[src/rtl/tap_ctrl_if.sv]
// TAP controller signal bundle: TMS in, IR/DR strobes and TDO controls out.
// master = the TAP controller, slave = the consumer that drives TMS.
interface tap_ctrl_if;
    logic TMS;
    logic ir_capture, ir_shift, ir_update;
    logic dr_capture, dr_shift, dr_update;
    logic tlr_reset, test_reset;
    logic select_ir, tdo_en;

    modport master (
        input  TMS,
        output ir_capture, ir_shift, ir_update,
        output dr_capture, dr_shift, dr_update,
        output tlr_reset, test_reset, select_ir, tdo_en
    );

    modport slave (
        output TMS,
        input  ir_capture, ir_shift, ir_update,
        input  dr_capture, dr_shift, dr_update,
        input  tlr_reset, test_reset, select_ir, tdo_en
    );
endinterface

[src/rtl/tap_ctrl.sv]
// IEEE 1149.1 TAP controller: 16-state FSM with Moore-decoded IR/DR strobes.
// Optional TAP_STATE_OUT_EN exposes the raw state register as tap_state.
module tap_ctrl (
    input  logic TCK,
    input  logic TRST,
    tap_ctrl_if.master tap
`ifdef TAP_STATE_OUT_EN
    ,
    output logic [3:0] tap_state
`endif
);
    localparam logic [3:0] TLR    = 4'hF;
    localparam logic [3:0] RTI    = 4'hC;
    localparam logic [3:0] SEL_DR = 4'h7;
    localparam logic [3:0] CAP_DR = 4'h6;
    localparam logic [3:0] SH_DR  = 4'h2;
    localparam logic [3:0] EX1_DR = 4'h1;
    localparam logic [3:0] PA_DR  = 4'h3;
    localparam logic [3:0] EX2_DR = 4'h0;
    localparam logic [3:0] UPD_DR = 4'h5;
    localparam logic [3:0] SEL_IR = 4'h4;
    localparam logic [3:0] CAP_IR = 4'hE;
    localparam logic [3:0] SH_IR  = 4'hA;
    localparam logic [3:0] EX1_IR = 4'h9;
    localparam logic [3:0] PA_IR  = 4'hB;
    localparam logic [3:0] EX2_IR = 4'h8;
    localparam logic [3:0] UPD_IR = 4'hD;

    logic [3:0] state, state_nxt;
    logic       test_reset_q;

    always_comb begin
        state_nxt = state;
        case (state)
            TLR:    state_nxt = tap.TMS ? TLR    : RTI;
            RTI:    state_nxt = tap.TMS ? SEL_DR : RTI;
            SEL_DR: state_nxt = tap.TMS ? SEL_IR : CAP_DR;
            CAP_DR: state_nxt = tap.TMS ? EX1_DR : SH_DR;
            SH_DR:  state_nxt = tap.TMS ? EX1_DR : SH_DR;
            EX1_DR: state_nxt = tap.TMS ? UPD_DR : PA_DR;
            PA_DR:  state_nxt = tap.TMS ? EX2_DR : PA_DR;
            EX2_DR: state_nxt = tap.TMS ? UPD_DR : SH_DR;
            UPD_DR: state_nxt = tap.TMS ? SEL_DR : RTI;
            SEL_IR: state_nxt = tap.TMS ? TLR    : CAP_IR;
            CAP_IR: state_nxt = tap.TMS ? EX1_IR : SH_IR;
            SH_IR:  state_nxt = tap.TMS ? EX1_IR : SH_IR;
            EX1_IR: state_nxt = tap.TMS ? UPD_IR : PA_IR;
            PA_IR:  state_nxt = tap.TMS ? EX2_IR : PA_IR;
            EX2_IR: state_nxt = tap.TMS ? UPD_IR : SH_IR;
            UPD_IR: state_nxt = tap.TMS ? SEL_DR : RTI;
            default: state_nxt = TLR;
        endcase
    end

    // test_reset marks TLR entry only; staying in TLR does not re-pulse it.
    always_ff @(posedge TCK) begin
        if (TRST) begin
            state        <= TLR;
            test_reset_q <= 1'b1;
        end else begin
            state        <= state_nxt;
            test_reset_q <= (state_nxt == TLR) && (state != TLR);
        end
    end

    assign tap.ir_capture = (state == CAP_IR);
    assign tap.ir_shift   = (state == SH_IR);
    assign tap.ir_update  = (state == UPD_IR);
    assign tap.dr_capture = (state == CAP_DR);
    assign tap.dr_shift   = (state == SH_DR);
    assign tap.dr_update  = (state == UPD_DR);
    assign tap.tlr_reset  = (state == TLR);
    assign tap.test_reset = test_reset_q;
    assign tap.tdo_en     = (state == SH_IR) || (state == SH_DR);

    // IR column excludes SEL_IR, which still belongs to the DR/other mux leg.
    assign tap.select_ir  = (state == CAP_IR) || (state == SH_IR) || (state == EX1_IR) ||
                            (state == PA_IR)  || (state == EX2_IR) || (state == UPD_IR);

`ifdef TAP_STATE_OUT_EN
    assign tap_state = state;
`endif
endmodule

[src/flat_wrapper.sv]
// flat-port wrapper written by rule: the top's interface ports become plain ports
module tap_ctrl_flat 
  (TCK, TRST, tap_TMS, tap_ir_capture, tap_ir_shift, tap_ir_update, tap_dr_capture, tap_dr_shift, tap_dr_update, tap_tlr_reset, tap_test_reset, tap_select_ir, tap_tdo_en);
  tap_ctrl_if tap_i ();
  input  logic TCK;
  input  logic TRST;
  input wire logic [$bits(tap_i.TMS)-1:0] tap_TMS;
  output wire logic [$bits(tap_i.ir_capture)-1:0] tap_ir_capture;
  output wire logic [$bits(tap_i.ir_shift)-1:0] tap_ir_shift;
  output wire logic [$bits(tap_i.ir_update)-1:0] tap_ir_update;
  output wire logic [$bits(tap_i.dr_capture)-1:0] tap_dr_capture;
  output wire logic [$bits(tap_i.dr_shift)-1:0] tap_dr_shift;
  output wire logic [$bits(tap_i.dr_update)-1:0] tap_dr_update;
  output wire logic [$bits(tap_i.tlr_reset)-1:0] tap_tlr_reset;
  output wire logic [$bits(tap_i.test_reset)-1:0] tap_test_reset;
  output wire logic [$bits(tap_i.select_ir)-1:0] tap_select_ir;
  output wire logic [$bits(tap_i.tdo_en)-1:0] tap_tdo_en;
  assign tap_i.TMS = tap_TMS;
  assign tap_ir_capture = tap_i.ir_capture;
  assign tap_ir_shift = tap_i.ir_shift;
  assign tap_ir_update = tap_i.ir_update;
  assign tap_dr_capture = tap_i.dr_capture;
  assign tap_dr_shift = tap_i.dr_shift;
  assign tap_dr_update = tap_i.dr_update;
  assign tap_tlr_reset = tap_i.tlr_reset;
  assign tap_test_reset = tap_i.test_reset;
  assign tap_select_ir = tap_i.select_ir;
  assign tap_tdo_en = tap_i.tdo_en;
  tap_ctrl u_core (.TCK(TCK), .TRST(TRST), .tap(tap_i));
endmodule
[config.mk]
export PLATFORM = sky130hd
export DESIGN_NAME = tap_ctrl_flat
export DESIGN_NICKNAME = d
export VERILOG_FILES = /design/src/rtl/tap_ctrl_if.sv /design/src/rtl/tap_ctrl.sv /design/src/flat_wrapper.sv
export SDC_FILE = /design/constraint.sdc
export NUM_CORES = 1
export LEC_CHECK = 0
export BUFFER_PORTS_ARGS = -buffer_cell sky130_fd_sc_hd__buf_2
export CORE_AREA = 2 2 39 41
export CTS_CLUSTER_SIZE = 16
export DETAILED_ROUTE_END_ITERATION = 8
export DIE_AREA = 0 0 41 43
export PLACE_DENSITY = 0.54
export SETUP_SLACK_MARGIN = 0.5
export SLEW_MARGIN = 10
export SYNTH_ARGS = -nofsm -noshare
export SYNTH_HDL_FRONTEND = slang
export SYNTH_SLANG_ARGS = --single-unit
export TNS_END_PERCENT = 1
[constraint.sdc]
create_clock -name TCK -period 1 [get_ports TCK]
set_input_delay 0 -clock TCK [delete_from_list [all_inputs] [get_ports TCK]]
set_output_delay 0 -clock TCK [all_outputs]
set_load 0.005 [all_outputs]
==> impl_results.md, run 1 <==
- Status: finished with violations
- Failing checks: setup timing
- Pwr per Cell Area: 1581 mW/mm^2
- Final WS setup: -0.05251 ns
- Fin. max-slew vios: 0
- GR Util met3: 9.424%
- Fin crit share: 105.3%
- PortBufs: 12
- Share of cells above drive strength 1: 66.15%
- Grt ovf: 0
- # hold bufs at CTS: 0
- Inst Count DP: 73
- CTS Sinks: 5
- Drt via density: 4.395
- Syn avg cell area: 8.209 sq um
- Skew-Pair Late Insertion Delay: 0.24 ns
- DR WL/cell: 10.64 microns
- Commonest non-fill, non-tap cell in the layout: buf_2
- Clock transition at path regs: 0.04 ns
- Most frequent cells in the layout: 12 x buf_2, 6 x nor2_1, 6 x buf_4
- Pre-CTS setup slack: -0.01889 ns
- CTS tree: yes
- Global-route wire length before repair: 1255 microns
- Post-synth EDFFs: 0
- Worst min path class: input pin to register
- Rows: 14
- RSZ-0062 raised after global routing: yes
- Die width: 41 microns
- Nets: 69
- CP arrival: 1.05 ns
- Placer congestion estimate: 0.8082
- Crit path kind: register to output port
- Number of global-route vias before repair: 309
- ANT nets after route: 0
- Reg2Reg Setup Slack: -0.02 ns
- Largest net degree at the start of global routing: 9
- DRC Markers: 0
- Post-synth net total: 44
- Setup violators final: 9
- Final core occ: 41.95%
- DR vias: 356
- Critical R2R Launch: u_core.state[1]
- H-tree Lvls: 1
- All-Layer GR Usage: 11.02%
- WL final: 862 microns
- Slew margin rel.: 87.15%
- Die Y: 43 microns
- Grt met1 use: 12.14%
- VDD IR max: 713.2 uV
- Met2 Resource Use GR: 15.94%
- Synth Instances: 41
- Number of CTS-inserted buffers: 3
- Area Overhead vs Synth: 72.49%
- Cell leakage power: 0.0003043 uW
- Hold slack: 0.003389 ns
- Seq/Total Area, Yosys: 29.74%
- Crit path required time: 1.00 ns
- Ys Warns: 0
- Minimum clock period: 1.053 ns
- Distinct cells, synth: 22
- Ys flop type: dfxtp_1
- Flop and latch count out of synthesis: 5
- Max cap viols: 0
- Die Area: 0.001763 sq mm
- Reg2reg path depth: 3
- Initial Util: 24.32%
- Crit path to: tap_dr_update
- Clk root buf: clkbuf_4
- Gr busiest metal: met2
- Filler Cells Inserted: 139
- Critical path fanouts, max: 7
- Hold violation total from the final report: 0
- Mapped Area: 336.6 sq um
- Crit path launch type: register
- FMAX: 0.9501 GHz
- Final Non-Filler Cells: 81
- Setup crit end kind: output port
- Clock skew: 0.001749 ns
- Setup crit start: u_core.state[3]
- Detailed placement HPWL: 607.8 microns
- Num ports: 13
- Drt first pass iters: 4
- Ys async rst share: 0%
- Initial antenna violation count: 0
- Worst-Margin Slew: 0.1913 ns
- DR iter-0 viols: 4
- Reg-to-reg endpoint: u_core.state[1]
- Core area: 0.001384 sq mm
- N_diodes: 0
- Longest Clk Path Bufs: 2
-- cell type report --
| class | count | area (sq um) | share of cell area [%] |
|---|---|---|---|
| Tap cell | 16 | 20.02 | 3.448 |
| Multi-Input combinational cell | 32 | 254.0 | 43.75 |
| Sequential cell | 5 | 115.1 | 19.83 |
| Clock buffer | 4 | 26.28 | 4.526 |
| Timing Repair Buffer | 23 | 161.4 | 27.80 |
| Inverter | 1 | 3.754 | 0.6466 |
-- flip-flops by register name, indices dropped and copies added, names as in the netlist --
signal	count
u_core.tap.test_reset	1
u_core.state	4
-- critical path, cell delays in order, from the launching register on --
cell and delay [ns]:
dfxtp_4 0.37, nand2b_4 0.15, buf_6 0.12, nor2_2 0.06, buf_2 0.11
-- metal layers --
layer	wire, microns	part of all wire [%]
met3	48	5.6
met1	371	43
met4	0	0
met2	442	51
met5	0	0
-- report_power, final --
part / switching (uW) / internal, uW / leakage [uW] / total (uW)
sequential: 57.7 / 233 / 0.0000421 / 291
clock: 83.5 / 151 / 0.0000150 / 234
combinational: 158 / 234 / 0.000247 / 393
total: 299 / 618 / 0.000304 / 918
-- cell families (layout without fill, tap and decap cells) --
kind of cell | Yosys count | after routing | synth area share [%]
AND/OR/NAND/NOR | 23 | 23 | 36.43
AO/OA/AOI/OAI | 8 | 8 | 19.33
multiplexers | 1 | 1 | 3.345
flip-flops | 5 | 5 | 29.74
buffers and inverters | 4 | 28 | 11.15
-- synthesized netlist by cell type, types with 2 or more instances --
master	number	area (sq um)
dfxtp_1	5	100.1
nor3_1	4	20.02
buf_6	3	33.78
nand2_1	2	7.510
nand2b_1	2	12.51
nor2_1	8	30.03
nand3_1	2	10.01
-- how the worst min path moves through the flow --
stage / from / to / slack (ns) / cells after the start
global placement: TRST / u_core.tap.test_reset / 0.25 / 2
CTS: TRST / u_core.tap.test_reset / 0.003 / 2
global route: TRST / u_core.tap.test_reset / -0.002 / 2
floorplan: TRST / u_core.tap.test_reset / 0.09 / 1
detailed placement: TRST / u_core.tap.test_reset / 0.26 / 2
finish: TRST / u_core.tap.test_reset / 0.003 / 2
-- what timing repair did --
item | in CTS | in global routing
endpoints found under the hold margin | 0 | 1
gates resized for setup | 16 | 3
pin swaps | 6 | 3
endpoints found under the setup margin | 15 | 15
buffers inserted | 2 | 2
-- metrics by stage --
stage | power (uW) | setup TNS, ns | area (sq um)
2_1_floorplan | 482.5 | 0 | 357.8
3_3_place_gp | 586.7 | -0.03038 | 456.7
3_5_place_dp | 588.4 | -0.02630 | 456.7
4_1_cts | 901.8 | -0.3731 | 553.0
5_1_grt | 989.5 | -0.8262 | 580.6
6_report | 917.6 | -0.2686 | 580.6
Note: power is estimated with default switching activity, not from simulation.
==> run 2, diff against run 1 <==
- PLACE_DENSITY: 0.54 -> 0.52
- clock period: 1 -> 1.35 ns (I/O delays scaled with it)
==> run 2 against run 1 <==
Die area unchanged. Sequential share of layout area increased by 2.7 points. Count of clock-buffer cells in the layout unchanged. Clock skew increased by 0.00095 ns. The run now ends clean. First-iteration DRC count increased by 100%. Worst hold slack improved by 0.0068 ns. Sequential cell count unchanged. Clock power decreased by 24%.
==> impl_results.md, run 2 (synthesized netlist as in run 1, its figures left out) <==
- Setup crit end kind: output port (unchanged)
- Die Y: 43 microns (unchanged)
- Wire length on met3: 40 microns (was 48 microns)
- Global-route wire length before repair: 1297 microns (was 1255 microns)
- Max cap viols: 0 (unchanged)
- DRC Markers: 0 (unchanged)
- Skew-Pair Late Insertion Delay: 0.25 ns (was 0.24 ns)
- Most flop-heavy register: u_core.state (unchanged)
- Initial antenna violation count: 0 (unchanged)
- DR top layer: met3 (unchanged)
- Initial Util: 24.32% (unchanged)
- Reg2Reg Setup Slack: 0.35 ns (was -0.02 ns)
- Final Non-Filler Cells: 76 (was 81)
- RSZ-0062 raised after global routing: yes (unchanged)
- Drt first pass iters: 4 (unchanged)
- H-tree Lvls: 1 (unchanged)
- PortBufs: 12 (unchanged)
- Clock skew: 0.002701 ns (was 0.001749 ns)
- Fin Setup TNS: 0 ns (was -0.2686 ns)
- Rows: 14 (unchanged)
- Inst Count DP: 66 (was 73)
- Core area: 0.001384 sq mm (unchanged)
- Critical path fanouts, max: 6 (was 7)
- WL met1: 333 microns (was 371 microns)
- Nets: 64 (was 69)
- Crit path buf inv count: 1 (was 2)
- Fin. max-slew vios: 0 (unchanged)
- Largest net degree at the start of global routing: 11 (was 9)
- Number of CTS-inserted buffers: 3 (unchanged)
- Status: finished clean (was finished with violations)
- Detailed placement HPWL: 550.7 microns (was 607.8 microns)
- Minimum clock period: 1.057 ns
- Worst-Margin Slew: 0.2068 ns (was 0.1913 ns)
- Crit path launch type: register (unchanged)
- FMAX: 0.9460 GHz
- Grt ovf: 0 (unchanged)
- Most frequent cells in the layout: 12 x buf_2, 8 x nor2_1, 5 x buf_4 (was 12 x buf_2, 6 x nor2_1, 6 x buf_4)
- Fin crit share: 78.30%
- ANT nets after route: 0 (unchanged)
- DR vias: 347 (was 356)
- Max FFs per register: 4 (unchanged)
- Crit path required time: 1.35 ns (was 1.00 ns)
- CP arrival: 1.06 ns (was 1.05 ns)
- WL final: 786 microns (was 862 microns)
- Register Area: 115.1 sq um (unchanged)
- Worst min path class: input pin to register (unchanged)
- Multi-input gate area: 237.7 sq um (was 254.0 sq um)
- Critical R2R Launch: u_core.state[1] (unchanged)
- Setup violators final: 0 (was 9)
- Delay-heaviest family, CP: flip-flops (unchanged)
- N_diodes: 0 (unchanged)
- DR WL/cell: 10.34 microns (was 10.64 microns)
- Pwr per Cell Area: 1204 mW/mm^2 (was 1581 mW/mm^2)
- Met2 Routed Length: 412 microns (was 442 microns)
- Hold violation total from the final report: 0 (unchanged)
- Total power: 614.6 uW (was 917.6 uW)
- Cell leakage power: 0.0002665 uW (was 0.0003043 uW)
- Commonest non-fill, non-tap cell in the layout: buf_2 (unchanged)
- DR iter-0 viols: 8 (was 4)
- VDD IR max: 296.4 uV (was 713.2 uV)
- Drt via density: 4.566 (was 4.395)
- Filler Cells Inserted: 148 (was 139)
- Placer congestion estimate: 0.6575 (was 0.8082)
- Pre-CTS setup slack: 0.2531 ns (was -0.01889 ns)
- Setup crit start: u_core.state[0] (was u_core.state[3])
- Cell Chain, Critical Path: nand2b_4 -> a31oi_1 -> buf_2 (was nand2b_4 -> buf_6 -> nor2_2 -> buf_2)
- CTS tree: yes (unchanged)
- Longest Clk Path Bufs: 2 (unchanged)
- Final WS setup: 0.2930 ns (was -0.05251 ns)
- Area Overhead vs Synth: 51.67% (was 72.49%)
- Maximum single-stage delay on the critical path: 0.36 ns (was 0.37 ns)
- Share of cells above drive strength 1: 56.67% (was 66.15%)
- Clock transition at path regs: 0.05 ns (was 0.04 ns)
- Slew margin rel.: 86.16% (was 87.15%)
- All-Layer GR Usage: 11.46% (was 11.02%)
- Clk root buf: clkbuf_4 (unchanged)
- Number of global-route vias before repair: 299 (was 309)
- Die width: 41 microns (unchanged)
- CTS Sinks: 5 (unchanged)
- Critical path's slowest cell: dfxtp_4 (unchanged)
- Die Area: 0.001763 sq mm (unchanged)
- Crit path kind: register to output port (unchanged)
- Num ports: 13 (unchanged)
- Hold Startpoint: TRST (unchanged)
run 2: changes by cell type in the layout (fill, tap and decap cells not counted):
cell | before | now
buf_6 | 5 | 0
buf_4 | 6 | 5
dlygate4sd3_1 | 0 | 1
nor2_2 | 2 | 0
nor3_1 | 2 | 3
nor2_1 | 6 | 8
nor3_4 | 1 | 0
run 2: repair_timing:
item	in CTS	in global routing
setup buffers	5	0
hold buffers	1	0
setup endpoints to repair	14	14
pin swaps	1	0
gates resized for setup	8	2
hold endpoints to repair	1	0
run 2: metrics by stage:
| step | hold slack (ns) | util (%) | cell area (sq um) |
|---|---|---|---|
| 3_5_place_dp | 0.2661 | 29.20 | 404.1 |
| 3_3_place_gp | 0.2510 | 29.20 | 404.1 |
| 6_report | 0.01015 | 36.89 | 510.5 |
| 4_1_cts | 0.009383 | 36.35 | 503.0 |
| 2_1_floorplan | 0.08595 | - | 357.8 |
| 5_1_grt | 0.01719 | 36.89 | 510.5 |
run 2: layer usage:
layer	global-route usage [%]	vias to the layer above
met5	0	-
met4	6.000	0
met3	7.853	0
met2	16.25	7
met1	12.26	158
li1	-	182
run 2: final timing paths:
| check | endpoint | depth (start not counted) |
|---|---|---|
| worst max-delay path | tap_select_ir | 3 |
| worst max register to register | u_core.state[0] | 3 |
| worst min-delay path | u_core.state[2] | 2 |
| worst min register to register | u_core.state[1] | 2 |
run 2: where the power goes:
| part | internal [uW] | total, uW | switching (uW) |
|---|---|---|---|
| Combinational | 128 | 219 | 91.3 |
| Sequential | 172 | 217 | 44.9 |
| Clock | 112 | 178 | 66.2 |
run 2: area by class of cell:
class / count / area share (%)
Multi-Input combinational cell: 32 / 46.57
Sequential cell: 5 / 22.55
Timing Repair Buffer: 18 / 21.08
Clock buffer: 4 / 5.147
Tap cell: 16 / 3.922
Inverter: 1 / 0.7353
